## config.mk

```make
export PLATFORM = sky130hd
export DESIGN_NAME = rvfi_trace_buffer
export DESIGN_NICKNAME = d
export VERILOG_FILES = /design/src/rtl/rvfi_trace_buffer.sv
export SDC_FILE = /design/constraint.sdc
export NUM_CORES = 2
export LEC_CHECK = 0
export BUFFER_PORTS_ARGS = -buffer_cell sky130_fd_sc_hd__buf_4
export CORE_MARGIN = 5
export CORE_UTILIZATION = 50
export CTS_BUF_LIST = sky130_fd_sc_hd__clkbuf_8
export CTS_CLUSTER_DIAMETER = 150
export DETAILED_ROUTE_END_ITERATION = 6
export PLACE_DENSITY_LB_ADDON = 0.3
export SYNTH_ARGS = -nofsm -noshare
export SYNTH_HDL_FRONTEND = slang
export SYNTH_SLANG_ARGS = --single-unit
```

## constraint.sdc

```tcl
create_clock -name CLK -period 58.2 [get_ports CLK]
set_input_delay 11.64 -clock CLK [delete_from_list [all_inputs] [get_ports CLK]]
set_output_delay 11.64 -clock CLK [all_outputs]
set_load 0.005 [all_outputs]
```

## src/rtl/rvfi_trace_buffer.sv

```systemverilog
// Retirement trace buffer: tags up to NRET retired records per cycle with an order number,
// queues them in a DEPTH-entry FIFO and drops (and counts) records that do not fit.
module rvfi_trace_buffer #(
    parameter int unsigned NRET    = 1,
    parameter int unsigned DEPTH   = 16,
    parameter int unsigned REC_W   = 169,
    parameter int unsigned ORDER_W = 64
) (
    input  logic                   CLK,
    input  logic                   Reset,
    input  logic                   EN,
    input  logic [NRET-1:0]        in_valid,
    input  logic [NRET*REC_W-1:0]  in_rec,
    output logic                   in_ready,
    output logic                   out_valid,
    output logic [REC_W-1:0]       out_rec,
    output logic [ORDER_W-1:0]     out_order,
    input  logic                   out_ready,
    output logic [$clog2(DEPTH):0] count,
    output logic                   overflow,
    output logic [15:0]            drop_cnt
);
    localparam int unsigned PW = $clog2(DEPTH);
    localparam int unsigned CW = PW + 1;

    logic [REC_W-1:0]   rec_mem [DEPTH];
    logic [ORDER_W-1:0] tag_mem [DEPTH];

    logic [PW-1:0]      wr_ptr_q, wr_ptr_d;
    logic [PW-1:0]      rd_ptr_q, rd_ptr_d;
    logic [CW-1:0]      count_q, count_d;
    logic [ORDER_W-1:0] order_q, order_d;
    logic               overflow_q, overflow_d;
    logic [15:0]        drop_q, drop_d;

    logic [NRET-1:0]    v;
    logic [CW-1:0]      p;
    logic [PW-1:0]      slot [NRET];
    logic [ORDER_W-1:0] tag [NRET];
    logic [CW-1:0]      free;
    logic               push, drop, pop;
    logic [16:0]        drop_sum;

    // Compaction: each valid channel lands after all valid lower channels.
    always_comb begin
        logic [CW-1:0] acc;
        acc = '0;
        v   = EN ? in_valid : '0;
        for (int k = 0; k < NRET; k++) begin
            slot[k] = wr_ptr_q + acc[PW-1:0];
            tag[k]  = order_q + ORDER_W'(acc);
            acc     = acc + CW'(v[k]);
        end
        p = acc;
    end

    // Registered count only, so there is no path from out_ready to in_ready.
    assign free      = CW'(DEPTH) - count_q;
    assign in_ready  = free >= CW'(NRET);
    assign out_valid = count_q != '0;
    assign push      = in_ready && (p != '0);
    assign drop      = !in_ready && (p != '0);
    assign pop       = out_valid && out_ready;
    assign drop_sum  = {1'b0, drop_q} + 17'(p);

    always_comb begin
        wr_ptr_d   = wr_ptr_q;
        rd_ptr_d   = rd_ptr_q;
        order_d    = order_q;
        overflow_d = overflow_q;
        drop_d     = drop_q;
        if (push) begin
            wr_ptr_d = wr_ptr_q + PW'(p);
        end
        if (push || drop) begin
            order_d = order_q + ORDER_W'(p);
        end
        if (drop) begin
            overflow_d = 1'b1;
            drop_d     = drop_sum[16] ? 16'hFFFF : drop_sum[15:0];
        end
        if (pop) begin
            rd_ptr_d = rd_ptr_q + PW'(1);
        end
        count_d = count_q + (push ? p : '0) - CW'(pop);
    end

    always_ff @(posedge CLK) begin
        if (Reset) begin
            wr_ptr_q   <= '0;
            rd_ptr_q   <= '0;
            count_q    <= '0;
            order_q    <= '0;
            overflow_q <= 1'b0;
            drop_q     <= '0;
        end else begin
            wr_ptr_q   <= wr_ptr_d;
            rd_ptr_q   <= rd_ptr_d;
            count_q    <= count_d;
            order_q    <= order_d;
            overflow_q <= overflow_d;
            drop_q     <= drop_d;
        end
    end

    // Storage is not reset; stale contents are masked by out_valid.
    always_ff @(posedge CLK) begin
        if (!Reset && push) begin
            for (int k = 0; k < NRET; k++) begin
                if (v[k]) begin
                    rec_mem[slot[k]] <= in_rec[k*REC_W +: REC_W];
                    tag_mem[slot[k]] <= tag[k];
                end
            end
        end
    end

    assign out_rec   = out_valid ? rec_mem[rd_ptr_q] : '0;
    assign out_order = out_valid ? tag_mem[rd_ptr_q] : '0;
    assign count     = count_q;
    assign overflow  = overflow_q;
    assign drop_cnt  = drop_q;

endmodule

```

==> results.ini <==
[synth]
ys_seq_area_frac = 0.780
ys_seq_elements = 3826
yosysTopAreaCell = edfxtp_1
syn-cell-area_um2 = 146000
synthArstFlopShare = 0
yosysUniqueCellTypes = 47
synth_edf_count = 3728
syn_avg_cell_area_um2 = 24.3
netlist_instances = 6001
syn-num-nets = 6193
yosys-top-cells-area = edfxtp_1 77%, mux4_2 18%, dfxtp_1 1.3%
yosys_warnings = 0
synthFlopType = edfxtp_1
yosysTopAreaCellShare = 0.766

[clock_network]
cts_tree = built
post-cts-setup-buffers = 0
clkTransAtPathRegs_ns = 0.06
numCtsBuffers = 610
clk_latency_ns = 1.17
cts_max_path_buffers = 4
htree_num_levels = 6
cts_root_buf = clkbuf_8
ctsResizeCount = 0
holdBufCountCts = 0
cts.sinks = 3826

[run_status]
outcome = finished clean

[timing]
slew_headroom = 0.145
period_minus_slack_ns = 20.48
tightestPinTransition_ns = 1.28
fin_ws_ns = 37.72
setup_viol = 0
final.setup.tns_ns = 0
period_share = 0.352
rsz0062_at_grt = no
hold_viol_final = 0
skew_ns = 0.0752
fmax_mhz = 48.8
final_max_slew_viol_count = 0

[global_route]
grt_pass1_wl_um = 488000
grtUsageTotal = 0.221
grt_pass1_vias = 71900
grt.overflow.total = 0
grt_max_degree = 157
antenna_found_initial = 50

[placed_design]
pre_cts_slack_ns = 38.49
place_congestion = 0.750
hpwl_um = 166000
port_buffers = 430

[drt]
totalWireLength_um = 336000
drt_iter0_markers = 7319
drc = 0
num_vias = 67900
wl_per_cell_um = 29.8
dr.pass1.iters = 6
vias_per_cell = 6.03
ant_nets = 0

[setup_path]
start_kind = flip-flop
cp_data_arrival_time_ns = 8.84
slowest_delay_ns = 0.94
timing.reg2reg.setup_slack_ns = 51.57
worstPathMaxFanout = 54
crit_path_end_kind = output pin
required_ns = 46.56
path_delay_family = buffers and inverters
crit_type = reg2out
cp_num_cells = 10
path_cells = buf_4, buf_4, buf_4, buf_4, buf_4, buf_4, mux4_2, mux4_2, and2_1, buf_4
critPathSlowestCell = buf_4
r2r_cells = 12
path_common_cell = buf_4
cp.buffers_inverters = 7

[power]
power_density_nw_per_um2 = 39.2
power.leakage_nw = 52.5
power_mw = 6.48
vdd_drop_max_mv = 0.0498

[min_path]
hold_path_depth = 2
holdCritPathClass = reg2reg

[final_layout]
layout-drive-gt1-share = 0.343
final_nets = 7051
syn_to_final_growth_pct = 13.1

[die]
core_area_um2 = 291000
die-area_um2 = 303000
num_rows = 198
die_y_um = 551
die_w_um = 551
start_util = 0.502
ios = 431

[run]
cap_viol_max_count = 0

## layout make-up
cell class              instances  area [um2]
repair buffers                554        4380
flip-flops and latches       3826      114000
fillers                     21100      126000
clock buffers                 631        8680
well taps                    3900        4880
clock inverters               456        2690
inverters                      27         109
multi-input cells            1840       30600
diodes                         21        52.6
## sequential cells by signal, summed over array words and instances, names as in the netlist, named ones only
signal	count
rd_ptr_q	4
wr_ptr_q	4
overflow	1
tag_mem	1024
drop_cnt	16
order_q	64
count	5
rec_mem	2704
## cell families (layout without fill, tap and decap cells)
family | after synthesis | after routing | share of synthesized area
buffers and inverters | 335 | 1668 | 0.0118
adders and majority gates | 18 | 18 | 0.00159
AOI/OAI and AO/OA | 84 | 84 | 0.00319
and+or+nand+nor | 519 | 519 | 0.0207
xor gates and xnor gates | 49 | 49 | 0.00294
other | 0 | 21 | 0
DFF | 3826 | 3826 | 0.780
muxes | 1170 | 1170 | 0.180
## through the flow
step	hold WS, ns	instances	utilization	cell area [um2]
after global placement	0.460	10100	0.529	154000
after global routing	0.528	11200	0.568	165000
after CTS	0.495	11200	0.568	165000
final	0.494	11300	0.568	165000
after floorplan	0.465	6001	-	146000
after detailed placement	0.471	10100	0.529	154000
## routing by layer
metal / share of wire / wire length [um] / track usage / up-vias
li1: - / - / - / 27600
met1: 0.41 / 136000 / 0.316 / 36800
met2: 0.49 / 163000 / 0.350 / 3007
met3: 0.083 / 28000 / 0.0457 / 521
met4: 0.025 / 8440 / 0.0669 / 10
met5: 0.00020 / 67 / 0 / -
## worst paths after layout
kind,start,endpoint
setup reg to reg,count[2]$_SDFF_PP0_,rec_mem[11][138]$_DFFE_PP_
setup / recovery,flip-flop,out_rec[129]
hold reg to reg,overflow$_SDFFE_PP0P_,overflow$_SDFFE_PP0P_
hold / removal,overflow$_SDFFE_PP0P_,overflow$_SDFFE_PP0P_
## where the power goes
| group | leakage, nW | total (mW) | switching, mW | internal [mW] |
|---|---|---|---|---|
| Combinational | 10.3 | 1.30 | 0.617 | 0.680 |
| Clock | 6.50 | 2.13 | 1.05 | 1.08 |
| Sequential | 35.7 | 3.05 | 0.0195 | 3.03 |
## worst min-delay path, stage by stage (launching register included)
cell	delay, ns
dfxtp_1	0.34
nor2_1	0.05
nor2_1	0.07
## synthesized netlist by cell type (3+ instances only)
library cell	instances
nor2b_1	5
buf_1	22
clkbuf_1	182
or4_1	17
nand4_2	3
inv_1	26
mux2i_1	3
or2_2	4
ha_1	17
mux4_2	1165
dfxtp_1	98
nand3_1	27
xor2_1	17
nand2b_1	3
or3_1	16
nand4_1	25
edfxtp_1	3728
nor4_2	7
xnor2_1	32
nand2_1	39
nor4_1	7
buf_2	50
nor2_1	85
nor3_1	24
and2_1	235
and3_1	7
buf_6	54
o21ai_0	24
and4_1	5
a21oi_1	40
o31ai_1	15
## placed cells by master (no fill, tap or decap), types with 8 or more instances in the layout
cell type	count
buf_12	18
dfxtp_1	94
inv_12	12
o21ai_0	24
inv_1	215
edfxtp_1	3728
bufinv_16	13
clkinvlp_4	12
clkbuf_8	631
clkinv_1	140
clkinv_2	59
nor2_1	73
nand2_1	39
ha_1	17
inv_8	12
nand3_1	27
nor2_4	12
or3_1	16
nor3_1	20
and2_1	235
xnor2_1	32
xor2_1	17
mux4_2	1165
diode_2	21
o31ai_1	15
inv_16	8
nand4_1	25
buf_4	536
a21oi_1	40
or4_1	17
(Power assumes the default switching activity.)
